<file path="config.mk">
export PLATFORM = sky130hd
export DESIGN_NAME = eth_tx_sched_flat
export DESIGN_NICKNAME = d
export VERILOG_FILES = /design/src/rtl/eth_tx_sched_pkg.sv /design/src/rtl/eth_tx_sched_if.sv /design/src/rtl/eth_tx_sched.sv /design/src/flat_wrapper.sv
export SDC_FILE = /design/constraint.sdc
export NUM_CORES = 1
export LEC_CHECK = 0
export ABC_AREA = 1
export CAP_MARGIN = 10
export CORE_UTILIZATION = 55
export CTS_CLUSTER_SIZE = 14
export DETAILED_ROUTE_END_ITERATION = 12
export GPL_TIMING_DRIVEN = 0
export PLACE_DENSITY = 0.94
export RECOVER_POWER = 100
export SLEW_MARGIN = 10
export SYNTH_ARGS = -nofsm -noshare
export SYNTH_HDL_FRONTEND = slang
export SYNTH_SLANG_ARGS = --single-unit
</file>
<file path="constraint.sdc">
create_clock -name i_clk -period 4.8 [get_ports i_clk]
set_input_delay 0.72 -clock i_clk [delete_from_list [all_inputs] [get_ports i_clk]]
set_output_delay 0.72 -clock i_clk [all_outputs]
set_load 0.02 [all_outputs]
</file>
<file path="src/rtl/eth_tx_sched_pkg.sv">
// rtl/eth_tx_sched_pkg.sv - shared constants, state type and helpers for the tx frame scheduler
package eth_tx_sched_pkg;

    localparam logic [10:0] PAKET_MAX_SIZE = 11'd1500;
    localparam logic [7:0]  IFG_CYCLES     = 8'd48;
    localparam logic [2:0]  BUSY_WAIT      = 3'd4;
    localparam logic [15:0] DONE_TIMEOUT   = 16'd4000;

    localparam int RMII_BITS_PER_CLK = 2;
    localparam int IFG_BIT_TIMES     = 96;

    // Counters start at 0 on state entry, so each limit is compared as count-1.
    localparam logic [15:0] BUSY_LIMIT = 16'(BUSY_WAIT) - 16'd1;
    localparam logic [15:0] DONE_LIMIT = DONE_TIMEOUT - 16'd1;
    localparam logic [15:0] IFG_LIMIT  = 16'(IFG_CYCLES) - 16'd1;

    typedef enum logic [2:0] {
        ST_IDLE      = 3'd0,
        ST_START     = 3'd1,
        ST_WAIT_BUSY = 3'd2,
        ST_WAIT_DONE = 3'd3,
        ST_IFG       = 3'd4
    } sched_state_t;

    function automatic logic size_valid(input logic [10:0] size);
        return (size != 11'd0) && (size <= PAKET_MAX_SIZE);
    endfunction

    function automatic logic [1:0] src_onehot(input logic idx);
        return idx ? 2'b10 : 2'b01;
    endfunction

endpackage

</file>
<file path="src/rtl/eth_tx_sched_if.sv">
// rtl/eth_tx_sched_if.sv - requester and engine signals of the tx frame scheduler
interface eth_tx_sched_if;

    logic [1:0]  i_req;
    logic [10:0] i_size0;
    logic [10:0] i_size1;
    logic [1:0]  o_ack;
    logic [1:0]  o_err;
    logic        o_busy;
    logic        o_grant;
    logic        o_tx_en;
    logic [10:0] o_tx_size;
    logic        o_ram_bank;
    logic        i_tx_ready;

    modport slave (
        input  i_req, i_size0, i_size1, i_tx_ready,
        output o_ack, o_err, o_busy, o_grant, o_tx_en, o_tx_size, o_ram_bank
    );

    modport master (
        output i_req, i_size0, i_size1, i_tx_ready,
        input  o_ack, o_err, o_busy, o_grant, o_tx_en, o_tx_size, o_ram_bank
    );

endinterface

</file>
<file path="src/rtl/eth_tx_sched.sv">
// rtl/eth_tx_sched.sv - two-source round-robin frame scheduler in front of eth_tx
module eth_tx_sched
    import eth_tx_sched_pkg::*;
(
    input  logic          i_clk,
    input  logic          i_rst_n,
    eth_tx_sched_if.slave io_bus
);

    sched_state_t r_state;
    logic         r_rr;
    logic [15:0]  r_cnt;
    logic [1:0]   r_ack;
    logic [1:0]   r_err;
    logic         r_busy;
    logic         r_grant;
    logic         r_tx_en;
    logic [10:0]  r_tx_size;

    logic         w_any_req;
    logic         w_pick;
    logic [10:0]  w_pick_size;

    // A lone requester always wins; on contention the rr pointer decides.
    always_comb begin
        w_any_req = |io_bus.i_req;
        case (io_bus.i_req)
            2'b01:   w_pick = 1'b0;
            2'b10:   w_pick = 1'b1;
            default: w_pick = r_rr;
        endcase
        w_pick_size = w_pick ? io_bus.i_size1 : io_bus.i_size0;
    end

    always_ff @(posedge i_clk or negedge i_rst_n) begin
        if (!i_rst_n) begin
            r_state   <= ST_IDLE;
            r_rr      <= 1'b0;
            r_cnt     <= 16'd0;
            r_ack     <= 2'b00;
            r_err     <= 2'b00;
            r_busy    <= 1'b0;
            r_grant   <= 1'b0;
            r_tx_en   <= 1'b0;
            r_tx_size <= 11'd0;
        end else begin
            r_ack   <= 2'b00;
            r_err   <= 2'b00;
            r_tx_en <= 1'b0;
            case (r_state)
                ST_IDLE: begin
                    if (w_any_req && io_bus.i_tx_ready) begin
                        r_grant   <= w_pick;
                        r_tx_size <= w_pick_size;
                        if (!size_valid(w_pick_size)) begin
                            r_err <= src_onehot(w_pick);
                            r_rr  <= ~w_pick;
                        end else begin
                            r_busy  <= 1'b1;
                            r_tx_en <= 1'b1;
                            r_state <= ST_START;
                        end
                    end
                end
                ST_START: begin
                    r_cnt   <= 16'd0;
                    r_state <= ST_WAIT_BUSY;
                end
                ST_WAIT_BUSY: begin
                    if (!io_bus.i_tx_ready) begin
                        r_cnt   <= 16'd0;
                        r_state <= ST_WAIT_DONE;
                    end else if (r_cnt == BUSY_LIMIT) begin
                        r_err   <= src_onehot(r_grant);
                        r_cnt   <= 16'd0;
                        r_state <= ST_IFG;
                    end else begin
                        r_cnt <= r_cnt + 16'd1;
                    end
                end
                ST_WAIT_DONE: begin
                    if (io_bus.i_tx_ready) begin
                        r_ack   <= src_onehot(r_grant);
                        r_cnt   <= 16'd0;
                        r_state <= ST_IFG;
                    end else if (r_cnt == DONE_LIMIT) begin
                        r_err   <= src_onehot(r_grant);
                        r_cnt   <= 16'd0;
                        r_state <= ST_IFG;
                    end else begin
                        r_cnt <= r_cnt + 16'd1;
                    end
                end
                ST_IFG: begin
                    if (r_cnt == IFG_LIMIT) begin
                        r_busy  <= 1'b0;
                        r_rr    <= ~r_grant;
                        r_cnt   <= 16'd0;
                        r_state <= ST_IDLE;
                    end else begin
                        r_cnt <= r_cnt + 16'd1;
                    end
                end
                default: begin
                    r_cnt   <= 16'd0;
                    r_state <= ST_IDLE;
                end
            endcase
        end
    end

    assign io_bus.o_ack      = r_ack;
    assign io_bus.o_err      = r_err;
    assign io_bus.o_busy     = r_busy;
    assign io_bus.o_grant    = r_grant;
    assign io_bus.o_tx_en    = r_tx_en;
    assign io_bus.o_tx_size  = r_tx_size;
    assign io_bus.o_ram_bank = r_grant;

endmodule

</file>
<file path="src/flat_wrapper.sv">
// flat-port wrapper written by rule: the top's interface ports become plain ports
module eth_tx_sched_flat import eth_tx_sched_pkg::*;
  (i_clk, i_rst_n, io_bus_i_req, io_bus_i_size0, io_bus_i_size1, io_bus_i_tx_ready, io_bus_o_ack, io_bus_o_err, io_bus_o_busy, io_bus_o_grant, io_bus_o_tx_en, io_bus_o_tx_size, io_bus_o_ram_bank);
  eth_tx_sched_if io_bus_i ();
  input  logic i_clk;
  input  logic i_rst_n;
  input wire logic [$bits(io_bus_i.i_req)-1:0] io_bus_i_req;
  input wire logic [$bits(io_bus_i.i_size0)-1:0] io_bus_i_size0;
  input wire logic [$bits(io_bus_i.i_size1)-1:0] io_bus_i_size1;
  input wire logic [$bits(io_bus_i.i_tx_ready)-1:0] io_bus_i_tx_ready;
  output wire logic [$bits(io_bus_i.o_ack)-1:0] io_bus_o_ack;
  output wire logic [$bits(io_bus_i.o_err)-1:0] io_bus_o_err;
  output wire logic [$bits(io_bus_i.o_busy)-1:0] io_bus_o_busy;
  output wire logic [$bits(io_bus_i.o_grant)-1:0] io_bus_o_grant;
  output wire logic [$bits(io_bus_i.o_tx_en)-1:0] io_bus_o_tx_en;
  output wire logic [$bits(io_bus_i.o_tx_size)-1:0] io_bus_o_tx_size;
  output wire logic [$bits(io_bus_i.o_ram_bank)-1:0] io_bus_o_ram_bank;
  assign io_bus_i.i_req = io_bus_i_req;
  assign io_bus_i.i_size0 = io_bus_i_size0;
  assign io_bus_i.i_size1 = io_bus_i_size1;
  assign io_bus_i.i_tx_ready = io_bus_i_tx_ready;
  assign io_bus_o_ack = io_bus_i.o_ack;
  assign io_bus_o_err = io_bus_i.o_err;
  assign io_bus_o_busy = io_bus_i.o_busy;
  assign io_bus_o_grant = io_bus_i.o_grant;
  assign io_bus_o_tx_en = io_bus_i.o_tx_en;
  assign io_bus_o_tx_size = io_bus_i.o_tx_size;
  assign io_bus_o_ram_bank = io_bus_i.o_ram_bank;
  eth_tx_sched u_core (.i_clk(i_clk), .i_rst_n(i_rst_n), .io_bus(io_bus_i));
endmodule
</file>
==> flow_summary_export.csv, run 1 <==
group,metric,value,unit
run_status,outcome,"finished, violations left",
run_status,violations,"capacitance limit, slew limit",
sta,fin_crit_sh,68.6,%
yosys,syn_inst,345,
grt,globalRouteOverflowTotal,0,
yosys,synth_edf_count,0,
floorplan,die-area,4750,µm²
placement,place.gp.congestion,0.962,
clock_network,post-cts-setup-buffers,0,
critical_path,worstPathRequired,4980,ps
drt,vias_per_cell,5.35,
placement,io_buffers,45,
clock_network,post_cts_resized,0,
floorplan,start_util,59.5,%
yosys,ys.flop_type,"dfrtp_1",
yosys,ys_seq_area_share,38.6,%
sta,worst_slew_pin_slew,2020,ps
critical_path,critPathMaxFanout,10,
drt,drt-initial-drc-count,148,
critical_path,r2r_end,"u_core.r_cnt[2]",
drt,post-route-drc-count,0,
power,leakage,0.00150,µW
yosys,synth_nets,375,
sta,whs,467,ps
grt,grt-busiest-layer,"met2",
critical_path,r2r_slack,2510,ps
min_path,hold_path_depth,2,
clock_network,clock_latency,300,ps
sta,clock_skew,10.6,ps
grt,grt_pass1_vias,2395,
yosys,synthTopCellsByCount,"nand2_1, inv_1, dfrtp_1, nor2_1, nand3_1",
clock_network,hold_buffers,0,
power,p_per_area,452,nW/µm²
sta,fin_ws,1510,ps
placement,dp_slack,1810,ps
clock_network,clockRootBuffer,"clkbuf_8",
sta,finalSetupTns,0,ps
finish,fin_nets,427,
grt,grt_pass1_wl,10.1,mm
sta,max_freq,304,MHz
yosys,syn_area_per_cell,7.14,µm²
grt,use_met2,53.6,%
floorplan,boundaryPins,46,
drt,finalWirelength,6.15,mm
clock_network,cts.sinks,38,
clock_network,clk_pin_slew,70,ps
power,ir_worst_vdd,0.000287,V
critical_path,critPathArrivalTime,3470,ps
clock_network,htree_levels,2,
grt,antenna_found_initial,0,
drt,dr.pass1.iters,4,
yosys,synth_cell_type_count,32,
clock_network,numCtsBuffers,5,
critical_path,reg2regPathDepth,10,
yosys,syn_area,2460,µm²
yosys,synth_top_area_share,38.6,%
grt,grtUsageMet3,6.58,%
min_path,hp-start,"u_core.io_bus.o_busy",
yosys,async_reset_ff_share,100,%
sta,maxSlewViolCount,39,
yosys,synth.most_common_cell,"nand2_1",
yosys,synth_area_leaders,"dfrtp_1, nand2_1, inv_1",
placement,dp_hpwl,4.52,mm
drt,ant_nets,0,
sta,rsz0062_at_grt,"no",
grt,grt_max_degree,39,
job,cap_violations,1,
critical_path,r2r_start,"u_core.r_cnt[12]",
drt,detail_route.wl_per_cell,13.7,µm
clock_network,cts.path.max_buffers,2,
sta,final_hold_viol_count,0,
yosys,ys_ff_latch,38,
critical_path,path_class,"in -> reg",
grt,grt.total_usage,29.3,%
finish,drive_gt1_share,9.30,%
yosys,yosys_warnings,0,
critical_path,crit_path_end_kind,"flip-flop",
floorplan,die_h,68.9,µm
drt,num_vias,2399,
sta,fin_crit,3290,ps
grt,use_met1,32.4,%
floorplan,num_rows,23,
floorplan,die_w,68.9,µm
sta,setup_viol,0,
finish,antenna_cells,0,
min_path,whs_endpoint,"u_core.io_bus.o_busy",
min_path,hp-class,"reg -> reg",
critical_path,cp-start-kind,"input pin",
sta,max_slew_margin,-34.5,%
clock_network,cts_tree,"yes",
finish,area_growth_syn_to_layout,22.7,%
yosys,synth_top_cell_by_area,"dfrtp_1",
floorplan,coreArea,4140,µm²
[power by group]
group,internal [µW],switching (µW),leakage [µW]
Combinational,237,437,0.000950
Clock,116,117,0.0000482
Sequential,402,57.2,0.000501
[placed cells by master (no fill, tap or decap), types with 2 or more instances in the layout]
cell             count
a21oi_1              5
clkbuf_1             6
clkbuf_8             6
clkdlybuf4s50_1     23
dfrtp_1             38
dlygate4sd3_1       21
ha_1                 3
inv_1               52
nand2_1             97
nand2_2             11
nand2_4              4
nand3_1             32
nand4_1              6
nor2_1              34
nor2_2               2
nor3_1               8
nor3_2               2
o21ai_0             25
o31ai_1              3
xor2_1               3
[routing by layer]
layer	wire [µm]	vias to the layer above
met5	0	-
met4	100	0
met3	355	10
met2	3230	88
met1	2460	1114
li1	-	1187
[metrics by stage]
step	total power, µW	instance area (µm²)	std cells	utilization (%)
after global placement	1150	2980	440	71.8
after detailed placement	1170	2970	440	71.7
after floorplan	904	2460	345	-
after CTS	1410	3060	448	73.9
after global routing	1450	3020	448	72.9
final	1370	3020	448	72.9
[worst max-delay path: stages]
cell and delay (ps):
dlygate4sd3_1 520, inv_1 50, ha_1 330, inv_1 110
nand2_1 160, nand2_1 180, clkbuf_1 390, nand2_1 90
nand2_1 130, nand2_1 70, nor2_1 120, nand3_1 110
nand3_1 150, nand2_1 150, nand3_1 120, nand2_1 70
[flip-flops by register name, indices dropped and copies added (netlist names)]
register	count
u_core.io_bus.o_busy	1
u_core.io_bus.o_tx_en	1
u_core.io_bus.o_ack	2
u_core.r_cnt	16
u_core.r_rr	1
u_core.io_bus.o_grant	1
u_core.io_bus.o_tx_size	11
u_core.r_state	3
u_core.io_bus.o_err	2
[kinds of logic after synthesis]
| kind of cell | count (synthesis) | share of synthesized area, % |
|---|---|---|
| simple gates | 200 | 38.4 |
| fa+ha+maj | 3 | 1.52 |
| flops | 38 | 38.6 |
| buf+inv | 62 | 10.8 |
| xor+xnor | 4 | 1.42 |
| compound gates | 38 | 9.29 |
[how the worst max path moves through the flow]
stage	endpoint	cells after the start	from	slack, ps
floorplan	u_core.io_bus.o_busy	15	io_bus_i_req[0]	2560
global placement	u_core.io_bus.o_busy	16	io_bus_i_req[0]	1910
detailed placement	u_core.io_bus.o_busy	16	io_bus_i_req[0]	1810
CTS	u_core.io_bus.o_busy	16	io_bus_i_req[0]	2100
global route	u_core.io_bus.o_busy	16	io_bus_i_req[0]	1300
finish	u_core.r_state[2]	16	io_bus_i_req[0]	1510
[cell type report]
class / count / area (µm²)
clock buffer: 7 / 86.3
multi-input combinational: 245 / 1210
sequential: 38 / 951
fill: 330 / 1120
buffer: 8 / 58.8
timing repair buffer: 45 / 444
tap: 50 / 62.6
clock inverter: 1 / 5.00
inverter: 54 / 203
No activity file was read; power rests on OpenSTA's default activity.
==> inputs of run 2 (changes only) <==
--- a/config.mk
+++ b/config.mk
@@ -7,11 +7,11 @@
 export LEC_CHECK = 0
 export ABC_AREA = 1
 export CAP_MARGIN = 10
-export CORE_UTILIZATION = 55
+export CORE_UTILIZATION = 52
 export CTS_CLUSTER_SIZE = 14
 export DETAILED_ROUTE_END_ITERATION = 12
 export GPL_TIMING_DRIVEN = 0
-export PLACE_DENSITY = 0.94
+export PLACE_DENSITY = 0.9
 export RECOVER_POWER = 100
 export SLEW_MARGIN = 10
 export SYNTH_ARGS = -nofsm -noshare
==> constraint.sdc (replaced) <==
create_clock -name i_clk -period 3.1 [get_ports i_clk]
set_input_delay 0.465 -clock i_clk [delete_from_list [all_inputs] [get_ports i_clk]]
set_output_delay 0.465 -clock i_clk [all_outputs]
set_load 0.02 [all_outputs]
==> flow_summary_export.csv, run 2 (synthesis results as in run 1) <==
group,metric,value,unit
finish,final_cell_mix,"nand2_1, inv_1, dfrtp_1",
sta,worst_slew_pin_slew,635,ps
clock_network,clk_pin_slew,70,ps
grt,grt_max_degree,38,
run_status,outcome,"finished clean",
drt,drt-initial-drc-count,168,
floorplan,start_util,55.4,%
floorplan,num_rows,24,
sta,clock_skew,6.06,ps
sta,max_slew_margin,57.5,%
sta,fin_crit,2580,ps
clock_network,clockRootBuffer,"clkbuf_8",
placement,place.gp.congestion,0.849,
critical_path,cp-start-kind,"input pin",
clock_network,htree_levels,2,
grt,grt.total_usage,24.8,%
clock_network,clock_latency,290,ps
critical_path,critPathMaxFanout,10,
placement,io_buffers,45,
critical_path,path_class,"in -> reg",
critical_path,worstPathRequired,3280,ps
finish,fin_nets,429,
critical_path,crit_path_end_kind,"flip-flop",
grt,grt_pass1_wl,9.91,mm
grt,antenna_found_initial,0,
drt,detail_route.wl_per_cell,12.8,µm
finish,largest-register,"u_core.r_cnt",
drt,post-route-drc-count,0,
finish,final_common_cell,"nand2_1",
floorplan,die_w,70.8,µm
floorplan,die-area,5020,µm²
drt,vias_per_cell,5.29,
sta,setup_viol,0,
drt,dr.pass1.iters,4,
power,leakage,0.00153,µW
sta,rsz0062_at_grt,"no",
grt,globalRouteOverflowTotal,0,
finish,largest_reg_flops,16,
finish,final_util,69.3,%
floorplan,coreArea,4440,µm²
finish,antenna_cells,0,
placement,dp_hpwl,4.49,mm
sta,max_freq,388,MHz
clock_network,cts.path.max_buffers,2,
finish,drive_gt1_share,10.0,%
clock_network,numCtsBuffers,5,
clock_network,cts_tree,"yes",
finish,area_growth_syn_to_layout,25.0,%
drt,num_vias,2388,
sta,whs,472,ps
sta,final_hold_viol_count,0,
clock_network,post_cts_resized,0,
floorplan,die_h,70.8,µm
job,cap_violations,0,
min_path,hp-class,"reg -> reg",
clock_network,cts.sinks,38,
power,ir_worst_vdd,0.000471,V
critical_path,critPathArrivalTime,2760,ps
placement,dp_slack,408,ps
sta,finalSetupTns,0,ps
floorplan,boundaryPins,46,
power,p_per_area,707,nW/µm²
sta,fin_ws,520,ps
drt,ant_nets,0,
sta,fin_crit_sh,83.2,%
drt,finalWirelength,5.79,mm
sta,maxSlewViolCount,0,
grt,grt_pass1_vias,2330,
run 2: area by class of cell:
class / instances / area (µm²)
buffer: 8 / 62.6
clock buffer: 6 / 82.6
clock inverter: 1 / 30.0
fill: 371 / 1360
inverter: 54 / 203
multi-input combinational: 245 / 1210
sequential: 38 / 951
tap: 52 / 65.1
timing repair buffer: 47 / 474
run 2: final timing paths:
| kind | startpoint | endpoint | slack (ps) | cells after the start |
|---|---|---|---|---|
| worst min-delay path | u_core.io_bus.o_busy | u_core.io_bus.o_busy | 470 | 2 |
| worst max-delay path | io_bus_i_req[1] | u_core.io_bus.o_busy | 520 | 16 |
| max in group asynchronous | i_rst_n | u_core.io_bus.o_err[0] | 2160 | 3 |
| worst max register to register | u_core.r_cnt[0] | u_core.r_cnt[2] | 790 | 10 |
| min in group asynchronous | i_rst_n | u_core.io_bus.o_tx_size[1] | 520 | 2 |
| worst min register to register | u_core.io_bus.o_busy | u_core.io_bus.o_busy | 470 | 2 |
run 2: routing by layer:
metal,GRT usage (%),vias to the layer above,part of all wire (%)
li1,-,1195,-
met1,31.7,1119,44
met2,42.5,68,49
met3,3.85,6,5.0
met4,9.78,0,1.4
met5,0,-,0
run 2: critical path, stage by stage:
cell	delay (ps)
clkdlybuf4s50_1	490
inv_1	60
ha_1	320
inv_2	80
nand2_1	130
nand2_1	160
buf_4	190
nand2_1	70
nand2_1	70
nand3_1	60
nor2_1	150
nand3_2	90
nand3_1	150
nand2_2	100
nand3_1	120
nand2_1	60
run 2: power by group:
group | switching (µW) | internal (µW)
logic | 666 | 374
registers | 87.5 | 623
clock network | 171 | 257
total | 925 | 1250
run 2: through the flow:
step	total power (µW)	instance area, µm²	std cells
global route	2310	3080	451
finish	2180	3080	451
detailed placement	1820	2990	443
floorplan	1400	2460	345
global placement	1780	2980	442
CTS	2250	3120	451
run 2: repair_timing:
| action | in CTS | in global routing |
|---|---|---|
| setup buffers | 0 | 0 |
| hold buffers | 1 | 0 |
| hold endpoints to repair | 1 | 0 |
| setup endpoints to repair | 0 | 0 |
==> inputs of run 3 (changes only) <==
--- a/config.mk
+++ b/config.mk
@@ -7,11 +7,11 @@
 export LEC_CHECK = 0
 export ABC_AREA = 1
 export CAP_MARGIN = 10
-export CORE_UTILIZATION = 52
+export CORE_UTILIZATION = 47
 export CTS_CLUSTER_SIZE = 14
 export DETAILED_ROUTE_END_ITERATION = 12
 export GPL_TIMING_DRIVEN = 0
-export PLACE_DENSITY = 0.9
+export PLACE_DENSITY = 0.86
 export RECOVER_POWER = 100
 export SLEW_MARGIN = 10
 export SYNTH_ARGS = -nofsm -noshare
==> constraint.sdc (replaced) <==
create_clock -name i_clk -period 2.2 [get_ports i_clk]
set_input_delay 0.33 -clock i_clk [delete_from_list [all_inputs] [get_ports i_clk]]
set_output_delay 0.33 -clock i_clk [all_outputs]
set_load 0.02 [all_outputs]
==> flow_summary_export.csv, run 3 (synthesis results as in run 1) <==
group,metric,value,unit
clock_network,cts_tree,"yes",
min_path,hp-class,"reg -> reg",
drt,finalWirelength,5.89,mm
finish,nFillCells,423,
power,leakage,0.00158,µW
sta,worst_slew_pin_slew,700,ps
grt,grt_max_degree,27,
drt,ant_nets,0,
finish,final_common_cell,"nand2_1",
finish,regArea,951,µm²
grt,grt_pass1_wl,9.23,mm
drt,post-route-drc-count,0,
clock_network,numCtsBuffers,5,
sta,max_freq,501,MHz
clock_network,clockRootBuffer,"clkbuf_8",
floorplan,start_util,50.5,%
floorplan,num_rows,25,
drt,drt-initial-drc-count,88,
critical_path,critPathMaxFanout,5,
critical_path,cp-start-kind,"input pin",
critical_path,crit_path_end_kind,"flip-flop",
placement,place.gp.congestion,0.852,
grt,grt_pass1_vias,2173,
grt,antenna_found_initial,0,
placement,io_buffers,45,
finish,antenna_cells,0,
critical_path,r2r_start,"u_core.r_state[1]",
floorplan,die_h,74.4,µm
sta,fin_crit,1990,ps
clock_network,clock_latency,290,ps
drt,num_vias,2380,
grt,globalRouteOverflowTotal,0,
sta,rsz0062_at_grt,"no",
grt,grt.total_usage,21.8,%
finish,fin_nets,434,
floorplan,die-area,5540,µm²
critical_path,worstPathRequired,2380,ps
finish,final_cell_mix,"nand2_1, inv_1, dfrtp_1",
sta,setup_viol,0,
job,cap_violations,0,
clock_network,htree_levels,2,
sta,final_hold_viol_count,0,
min_path,hp-start,"u_core.io_bus.o_busy",
sta,fin_crit_sh,90.7,%
finish,final_area,3180,µm²
drt,dr.pass1.iters,4,
clock_network,cts.sinks,38,
power,ir_worst_vdd,0.000655,V
finish,largest-register,"u_core.r_cnt",
placement,dpl-instance-area,3010,µm²
clock_network,clk_pin_slew,70,ps
sta,max_slew_margin,53.4,%
floorplan,coreArea,4880,µm²
finish,drive_gt1_share,13.2,%
sta,whs,475,ps
critical_path,critPathArrivalTime,2170,ps
critical_path,crit_start,"io_bus_i_req[1]",
finish,area_growth_syn_to_layout,29.0,%
sta,clock_skew,7.45,ps
sta,fin_ws,205,ps
drt,detail_route.wl_per_cell,12.5,µm
floorplan,boundaryPins,46,
placement,dp_hpwl,4.41,mm
power,p_total,3050,µW
sta,maxSlewViolCount,0,
run_status,outcome,"finished clean",
finish,largest_reg_flops,16,
clock_network,cts.path.max_buffers,2,
critical_path,path_class,"in -> reg",
finish,multi_input_area,1270,µm²
placement,dp_slack,-338,ps
floorplan,die_w,74.4,µm
drt,vias_per_cell,5.06,
power,p_per_area,961,nW/µm²
==> run 3: critical path, cell delays in order <==
cell and delay [ps]:
dlymetal6s2s_1 110, inv_1 50, ha_1 370, inv_4 100, nand2_4 50, nand2_4 110
clkbuf_16 150, nand2_2 60, o21ai_4 70, nor2_1 90, a21oi_4 150, nand3_1 180
nand2_4 150, nand2_1 60, nand2_1 80, nand2_1 40
==> run 3: area by class of cell <==
cell class	count	share of cell area [%]
well taps	67	2.64
clock buffers	6	2.60
multi-input cells	245	40.0
plain buffers	8	2.09
repair buffers	52	16.3
flip-flops and latches	38	29.9
inverters	54	6.46
==> run 3: repair_timing <==
item / in CTS / in global routing
buffers inserted: 0 / 4
setup endpoints to repair: 4 / 5
pin swaps: 0 / 8
endpoints found under the hold margin: 12 / 0
gates resized for setup: 2 / 9
gates cloned: 0 / 1
hold buffers: 1 / 0
==> run 3: per-stage QoR <==
stage                     utilization [%]  cells  TNS, ps
final                                65.1    470        0
after global routing                 65.1    470        0
after CTS                            64.0    465        0
after detailed placement             61.7    458    -1940
after global placement               61.4    457    -5470
after floorplan                         -    345        0
==> run 3: where the power goes <==
part	switching [µW]	total, µW	internal, µW	leakage [µW]
clock	224	465	241	0.0000431
combinational	979	1590	606	0.00104
sequential	127	1000	878	0.000501
==> run 3: path summary, 6_finish.rpt <==
check / end / slack [ps] / cells after the start
worst min-delay path: u_core.io_bus.o_busy / 470 / 2
worst max-delay path: u_core.io_bus.o_busy / 210 / 16
max in group asynchronous: u_core.r_cnt[1] / 540 / 3
min in group asynchronous: u_core.r_cnt[11] / 590 / 2
worst max register to register: u_core.r_rr / 250 / 10
worst min register to register: u_core.io_bus.o_busy / 470 / 2
==> run 3: per-layer routing <==
| layer | vias up | GRT usage [%] | wire (µm) |
|---|---|---|---|
| met3 | 10 | 4.47 | 331 |
| met2 | 73 | 37.7 | 2890 |
| met1 | 1096 | 26.8 | 2590 |
| li1 | 1201 | - | - |
| met4 | 0 | 7.97 | 80 |
| met5 | - | 0 | 0 |
